===== src/rtl/fft_wm_arbiter_if.sv =====
// Requester and multiplier bus of the shared twiddle-multiplier arbiter.
// Signals keep their arbiter-side direction suffixes so both ends read the same way.
interface fft_wm_arbiter_if #(
  parameter int DATA_WIDTH    = 25,
  parameter int TWIDDLE_WIDTH = 10,
  parameter int NREQ          = 4,
  parameter int INFL_WIDTH    = 3
);
  logic [NREQ-1:0]               req_valid_i;
  logic [NREQ-1:0]               req_ready_o;
  logic [NREQ*DATA_WIDTH-1:0]    req_x_re_i;
  logic [NREQ*DATA_WIDTH-1:0]    req_x_im_i;
  logic [NREQ*TWIDDLE_WIDTH-1:0] req_w_re_i;
  logic [NREQ*TWIDDLE_WIDTH-1:0] req_w_im_i;
  logic [DATA_WIDTH-1:0]         mul_x_re_o;
  logic [DATA_WIDTH-1:0]         mul_x_im_o;
  logic [TWIDDLE_WIDTH-1:0]      mul_w_re_o;
  logic [TWIDDLE_WIDTH-1:0]      mul_w_im_o;
  logic [DATA_WIDTH-1:0]         mul_z_re_i;
  logic [DATA_WIDTH-1:0]         mul_z_im_i;
  logic [NREQ-1:0]               resp_valid_o;
  logic [DATA_WIDTH-1:0]         resp_z_re_o;
  logic [DATA_WIDTH-1:0]         resp_z_im_o;
  logic [INFL_WIDTH-1:0]         inflight_o;

  // Requesters plus the multiplier; they drive operands and products.
  modport master (
    output req_valid_i, req_x_re_i, req_x_im_i, req_w_re_i, req_w_im_i,
    output mul_z_re_i, mul_z_im_i,
    input  req_ready_o, mul_x_re_o, mul_x_im_o, mul_w_re_o, mul_w_im_o,
    input  resp_valid_o, resp_z_re_o, resp_z_im_o, inflight_o
  );

  modport slave (
    input  req_valid_i, req_x_re_i, req_x_im_i, req_w_re_i, req_w_im_i,
    input  mul_z_re_i, mul_z_im_i,
    output req_ready_o, mul_x_re_o, mul_x_im_o, mul_w_re_o, mul_w_im_o,
    output resp_valid_o, resp_z_re_o, resp_z_im_o, inflight_o
  );
endinterface


===== src/rtl/fft_wm_arbiter.sv =====
// Round-robin sharing of one fixed-latency complex twiddle multiplier between NREQ
// requesters; a tag pipe matching the multiplier latency routes each product home.
module fft_wm_arbiter #(
  parameter int DATA_WIDTH    = 25,
  parameter int TWIDDLE_WIDTH = 10,
  parameter int NREQ          = 4,
  parameter int REQ_LOG2      = 2,
  parameter int MUL_LATENCY   = 4,
  parameter int INFL_WIDTH    = 3
) (
  input logic              clk_i,
  input logic              rst_n,
  fft_wm_arbiter_if.slave  bus
);

  localparam int DEPTH = MUL_LATENCY + 1;

  logic [REQ_LOG2-1:0]      ptr;
  logic [REQ_LOG2-1:0]      grant_idx;
  logic                     found;
  logic [NREQ-1:0]          ready;
  logic                     accept;
  logic [DEPTH-1:0]         tag_v;
  logic [REQ_LOG2-1:0]      tag_t [DEPTH];
  logic                     ret;
  logic [DATA_WIDTH-1:0]    x_re_q, x_im_q, z_re_q, z_im_q;
  logic [TWIDDLE_WIDTH-1:0] w_re_q, w_im_q;
  logic [NREQ-1:0]          resp_valid_q;
  logic [INFL_WIDTH-1:0]    inflight_q;

  // First valid requester at or after ptr, wrapping around.
  always_comb begin
    found     = 1'b0;
    grant_idx = '0;
    ready     = '0;
    for (int i = 0; i < NREQ; i++) begin
      if (!found && bus.req_valid_i[(int'(ptr) + i) % NREQ]) begin
        found     = 1'b1;
        grant_idx = REQ_LOG2'((int'(ptr) + i) % NREQ);
      end
    end
    if (found && rst_n) ready[grant_idx] = 1'b1;
  end

  assign accept = |(bus.req_valid_i & ready);
  assign ret    = tag_v[DEPTH-1];

  // Tags carry no reset; only their valid bits decide whether a product is returned.
  always_ff @(posedge clk_i) begin
    tag_t[0] <= grant_idx;
    for (int i = 1; i < DEPTH; i++) tag_t[i] <= tag_t[i-1];
  end

  always_ff @(posedge clk_i) begin
    if (!rst_n) begin
      ptr          <= '0;
      tag_v        <= '0;
      x_re_q       <= '0;
      x_im_q       <= '0;
      w_re_q       <= '0;
      w_im_q       <= '0;
      resp_valid_q <= '0;
      z_re_q       <= '0;
      z_im_q       <= '0;
      inflight_q   <= '0;
    end else begin
      tag_v <= {tag_v[DEPTH-2:0], accept};
      if (accept) begin
        ptr    <= REQ_LOG2'((int'(grant_idx) + 1) % NREQ);
        x_re_q <= bus.req_x_re_i[int'(grant_idx)*DATA_WIDTH +: DATA_WIDTH];
        x_im_q <= bus.req_x_im_i[int'(grant_idx)*DATA_WIDTH +: DATA_WIDTH];
        w_re_q <= bus.req_w_re_i[int'(grant_idx)*TWIDDLE_WIDTH +: TWIDDLE_WIDTH];
        w_im_q <= bus.req_w_im_i[int'(grant_idx)*TWIDDLE_WIDTH +: TWIDDLE_WIDTH];
      end
      resp_valid_q <= '0;
      if (ret) begin
        resp_valid_q[tag_t[DEPTH-1]] <= 1'b1;
        z_re_q                       <= bus.mul_z_re_i;
        z_im_q                       <= bus.mul_z_im_i;
      end
      case ({accept, ret})
        2'b10:   inflight_q <= inflight_q + INFL_WIDTH'(1);
        2'b01:   inflight_q <= inflight_q - INFL_WIDTH'(1);
        default: inflight_q <= inflight_q;
      endcase
    end
  end

  assign bus.req_ready_o  = ready;
  assign bus.mul_x_re_o   = x_re_q;
  assign bus.mul_x_im_o   = x_im_q;
  assign bus.mul_w_re_o   = w_re_q;
  assign bus.mul_w_im_o   = w_im_q;
  assign bus.resp_valid_o = resp_valid_q;
  assign bus.resp_z_re_o  = z_re_q;
  assign bus.resp_z_im_o  = z_im_q;
  assign bus.inflight_o   = inflight_q;

endmodule


===== src/flat_wrapper.sv =====
// flat-port wrapper written by rule: the top's interface ports become plain ports
module fft_wm_arbiter_flat 
#(
  parameter int DATA_WIDTH    = 25,
  parameter int TWIDDLE_WIDTH = 10,
  parameter int NREQ          = 4,
  parameter int REQ_LOG2      = 2,
  parameter int MUL_LATENCY   = 4,
  parameter int INFL_WIDTH    = 3
)
  (clk_i, rst_n, bus_req_valid_i, bus_req_x_re_i, bus_req_x_im_i, bus_req_w_re_i, bus_req_w_im_i, bus_mul_z_re_i, bus_mul_z_im_i, bus_req_ready_o, bus_mul_x_re_o, bus_mul_x_im_o, bus_mul_w_re_o, bus_mul_w_im_o, bus_resp_valid_o, bus_resp_z_re_o, bus_resp_z_im_o, bus_inflight_o);
  fft_wm_arbiter_if #(.DATA_WIDTH(DATA_WIDTH), .TWIDDLE_WIDTH(TWIDDLE_WIDTH), .NREQ(NREQ), .INFL_WIDTH(INFL_WIDTH)) bus_i ();
  input logic clk_i;
  input logic rst_n;
  input wire logic [$bits(bus_i.req_valid_i)-1:0] bus_req_valid_i;
  input wire logic [$bits(bus_i.req_x_re_i)-1:0] bus_req_x_re_i;
  input wire logic [$bits(bus_i.req_x_im_i)-1:0] bus_req_x_im_i;
  input wire logic [$bits(bus_i.req_w_re_i)-1:0] bus_req_w_re_i;
  input wire logic [$bits(bus_i.req_w_im_i)-1:0] bus_req_w_im_i;
  input wire logic [$bits(bus_i.mul_z_re_i)-1:0] bus_mul_z_re_i;
  input wire logic [$bits(bus_i.mul_z_im_i)-1:0] bus_mul_z_im_i;
  output wire logic [$bits(bus_i.req_ready_o)-1:0] bus_req_ready_o;
  output wire logic [$bits(bus_i.mul_x_re_o)-1:0] bus_mul_x_re_o;
  output wire logic [$bits(bus_i.mul_x_im_o)-1:0] bus_mul_x_im_o;
  output wire logic [$bits(bus_i.mul_w_re_o)-1:0] bus_mul_w_re_o;
  output wire logic [$bits(bus_i.mul_w_im_o)-1:0] bus_mul_w_im_o;
  output wire logic [$bits(bus_i.resp_valid_o)-1:0] bus_resp_valid_o;
  output wire logic [$bits(bus_i.resp_z_re_o)-1:0] bus_resp_z_re_o;
  output wire logic [$bits(bus_i.resp_z_im_o)-1:0] bus_resp_z_im_o;
  output wire logic [$bits(bus_i.inflight_o)-1:0] bus_inflight_o;
  assign bus_i.req_valid_i = bus_req_valid_i;
  assign bus_i.req_x_re_i = bus_req_x_re_i;
  assign bus_i.req_x_im_i = bus_req_x_im_i;
  assign bus_i.req_w_re_i = bus_req_w_re_i;
  assign bus_i.req_w_im_i = bus_req_w_im_i;
  assign bus_i.mul_z_re_i = bus_mul_z_re_i;
  assign bus_i.mul_z_im_i = bus_mul_z_im_i;
  assign bus_req_ready_o = bus_i.req_ready_o;
  assign bus_mul_x_re_o = bus_i.mul_x_re_o;
  assign bus_mul_x_im_o = bus_i.mul_x_im_o;
  assign bus_mul_w_re_o = bus_i.mul_w_re_o;
  assign bus_mul_w_im_o = bus_i.mul_w_im_o;
  assign bus_resp_valid_o = bus_i.resp_valid_o;
  assign bus_resp_z_re_o = bus_i.resp_z_re_o;
  assign bus_resp_z_im_o = bus_i.resp_z_im_o;
  assign bus_inflight_o = bus_i.inflight_o;
  fft_wm_arbiter #(.DATA_WIDTH(DATA_WIDTH), .TWIDDLE_WIDTH(TWIDDLE_WIDTH), .NREQ(NREQ), .REQ_LOG2(REQ_LOG2), .MUL_LATENCY(MUL_LATENCY), .INFL_WIDTH(INFL_WIDTH)) u_core (.clk_i(clk_i), .rst_n(rst_n), .bus(bus_i));
endmodule

===== config.mk =====
export PLATFORM = sky130hd
export DESIGN_NAME = fft_wm_arbiter_flat
export DESIGN_NICKNAME = d
export VERILOG_FILES = /design/src/rtl/fft_wm_arbiter_if.sv /design/src/rtl/fft_wm_arbiter.sv /design/src/flat_wrapper.sv
export SDC_FILE = /design/constraint.sdc
export NUM_CORES = 1
export LEC_CHECK = 0
export CORE_AREA = 2 2 183 185
export CTS_CLUSTER_SIZE = 16
export DETAILED_ROUTE_END_ITERATION = 10
export DIE_AREA = 0 0 185 187
export PLACE_DENSITY = 0.49
export REMOVE_ABC_BUFFERS = 1
export SETUP_SLACK_MARGIN = 0.3
export SLEW_MARGIN = 20
export SYNTH_ARGS = -nofsm -noshare
export SYNTH_HDL_FRONTEND = slang
export SYNTH_SLANG_ARGS = --single-unit

===== constraint.sdc =====
create_clock -name clk_i -period 2.9 [get_ports clk_i]
set_input_delay 0.58 -clock clk_i [delete_from_list [all_inputs] [get_ports clk_i]]
set_output_delay 0.58 -clock clk_i [all_outputs]
set_load 0.03 [all_outputs]

==> parameters.txt <==
Parameter                              Value

Clock network
  CTS Root Buffer Type    sky130_fd_sc_hd__clkbuf_16
  CTS max path bufs    2
  Clock buffer count from CTS    17
  Number of H-tree branching levels    4
  Clock tree from TritonCTS    done
  # hold bufs at CTS    0
  Clock Sinks    144
  Latest clock arrival within the worst-skew pair    420 ps
  Clock-pin slew reported for the worst setup and hold paths after clock tree synthesis    60 ps

Floorplan
  Placeable core region    32,900 µm²
  Row cnt    67
  Starting Density    20.6%
  Number of ports placed on the die boundary    467
  DIE AREA    34,600 µm²
  Die width    185 µm
  Chip height    187 µm

Cells and area
  Final-layout fill cell count    3,372
  Area used by sequential logic in the layout    2880 µm²
  Antenna diodes    0
  Share of final-layout standard cells stronger than drive strength 1    6.44%
  Commonest cells after routing, fill and taps aside    458 x sky130_fd_sc_hd__clkdlybuf4s50_1, 143 x sky130_fd_sc_hd__dfxtp_1, 120 x sky130_fd_sc_hd__mux2i_1, 74 x sky130_fd_sc_hd__o21ai_0
  Most common cell after layout, fill and taps aside    sky130_fd_sc_hd__clkdlybuf4s50_1
  # nets final    1,474
  Layout Area Growth over Synthesis    85.9%
  Multi-input gate area    3530 µm²

Critical path
  Beginning of the worst register-to-register path    u_core.ptr[1]
  Largest fanout on the critical path    6
  Max stage delay cell, worst path    sky130_fd_sc_hd__clkdlybuf4s50_1
  CP startpoint kind    primary input
  Nature of the critical path endpoint    primary output
  Required time at the endpoint of the critical path    2320 ps
  Highest cell delay on the worst timing path    520 ps
  Data arrival time of the critical path    1940 ps
  Start point of the critical path    bus_req_valid_i[1]
  Critical-path cell list    clkdlybuf4s50_1 > buf_6 > nor2_2 > a31oi_2 > o22ai_4 > and2_1 > buf_4
  Crit Path Category    in -> out

Synth
  Cell area after synthesis    6770 µm²
  Post-synthesis sequential element count    144
  Synth Warn #    0
  Library cells used by synthesis    36
  Primary FF master, synth    sky130_fd_sc_hd__dfxtp_1
  Mean post-synth cell area    9.78 µm²
  Sequential-to-total area share from yosys stat    42.6%
  Number of cells produced by synthesis    692
  Fraction of registers with async set or reset after synthesis    0%
  Number of synthesized flops with an enable pin    0

GRT
  Final global-route overflow total    0
  Overall Global Routing Usage    17.1%
  Vias in the first global route    7,250
  Maximum number of pins on one net before global-route repair    71
  Initial antenna violation count    0
  Wire length of the first global-routing pass    45,000 µm

Detailed routing
  Routed wire length    30,300 µm
  Count of antenna-violating nets left after detailed routing    0
  Vias/cell    4.48
  DRC violations left    0
  Number of vias in the routed layout    7,149
  DR pass1 iterations    4
  Routed length per instance    19.0 µm
  Detailed Route Iter0 Violations    276

Power
  Power density normalized to cell area    512 nW/µm²
  Worst IR Drop VDD    355 µV
  Total leakage power    0.00447 µW

STA
  Final hold violation count    0
  Worst setup skew after layout    15.3 ps
  Max-slew headroom at the worst pin    36.3%
  Final hold slack    326 ps
  Final min period    2520 ps
  Worst Slack Setup Final    378 ps
  Setup repair after global routing missed its margin    true
  Max-slew violation count    0
  Max Freq    396 MHz
  Final clock period utilization by the worst path    87.0%
  Transition time of the tightest slew-check pin    956 ps
  Number of endpoints failing setup at the final stage    0

Place
  Placer Congestion    0.781
  HPWL after detailed placement    22,400 µm
  Count of input and output buffers    466
  Worst setup slack after placement    15.9 ps

Min path
  HP Start    u_core.tag_t[0][6]
  Worst hold-check path type    reg -> reg

Job
  # Max-Cap Violations    0

Run status
  Status    completed
[layout make-up]
cell class / count / area share (%)
inverters: 8 / 0.239
multi-input cells: 472 / 28.1
clock inverters: 15 / 1.50
flip-flops and latches: 144 / 22.9
clock buffers: 17 / 3.38
well taps: 448 / 4.46
repair buffers: 493 / 39.4
[worst paths after layout]
path	end	slack [ps]	cells past startpoint
setup / recovery	bus_req_ready_o[0]	380	7
hold / removal	u_core.tag_t[0][8]	330	0
setup reg to reg	u_core.bus.mul_w_re_o[1]	910	6
hold reg to reg	u_core.tag_t[0][8]	330	0
[layer usage]
| metal | vias up | routed length [µm] | track usage, % |
|---|---|---|---|
| li1 | 3501 | - | - |
| met1 | 3336 | 12500 | 20.5 |
| met2 | 282 | 14800 | 29.3 |
| met3 | 30 | 2390 | 5.41 |
| met4 | 0 | 622 | 4.76 |
| met5 | - | 0 | 0 |
[synth_stat cells (all sizes together) (2+ instances only)]
master | n | area, µm²
nor2 | 7 | 26.3
and2 | 11 | 68.8
dfxtp | 144 | 2880
mux2i | 120 | 1200
buf | 24 | 178
a21oi | 4 | 20.0
a221oi | 70 | 613
o21ai | 75 | 375
nor2b | 51 | 319
inv | 8 | 30.0
o22ai | 71 | 450
o31a | 2 | 17.5
clkbuf | 44 | 173
o211a | 2 | 20.0
nand2b | 40 | 250
nand2 | 3 | 11.3
nor3 | 4 | 20.0
[report_power, final]
group	switching, µW	total [µW]	internal [µW]
registers	81.9	2230	2150
logic	896	1860	967
clock network	1030	2350	1320
total	2010	6440	4430
[timing repair]
action,CTS,global route
pin swaps,2,1
buffers inserted,0,1
resized for setup,8,3
setup endpoints to repair,3,1
[kinds of logic after synthesis]
logic type	after synthesis	synth area share, %
AOI/OAI and AO/OA	229	22.7
DFF	144	42.6
muxes	120	17.8
and+or+nand+nor	119	10.5
buffers and inverters	76	5.62
xor gates and xnor gates	2	0.259
adders and majority gates	2	0.481
[worst max-delay path, delay by kind of cell]
| kind | cells | cell delay (ps) |
|---|---|---|
| simple gates | 2 | 220 |
| compound gates | 2 | 290 |
| buf+inv | 3 | 830 |
[state kept, by name, summed over array words and instances, names as in the netlist]
register / count
u_core.bus.mul_x_im_o: 25
u_core.bus.mul_x_re_o: 25
u_core.bus.resp_z_im_o: 25
u_core.bus.resp_z_re_o: 25
u_core.bus.mul_w_im_o: 10
u_core.bus.mul_w_re_o: 10
u_core.tag_t: 10
u_core.tag_v: 5
u_core.bus.resp_valid_o: 4
u_core.bus.inflight_o: 3
u_core.ptr: 2
[metrics by stage]
step                      std cells  util [%]  total power [µW]  cell area, µm²  setup TNS, ps
after floorplan                 624         -              3100            6410         -60200
after global placement         1564      36.3              4150           11900              0
after detailed placement       1564      36.3              4160           11900              0
after CTS                      1596      38.2              6570           12600              0
after global routing           1597      38.3              6760           12600              0
final                          1597      38.3              6440           12600              0
No activity file was read; power rests on OpenSTA's default activity.
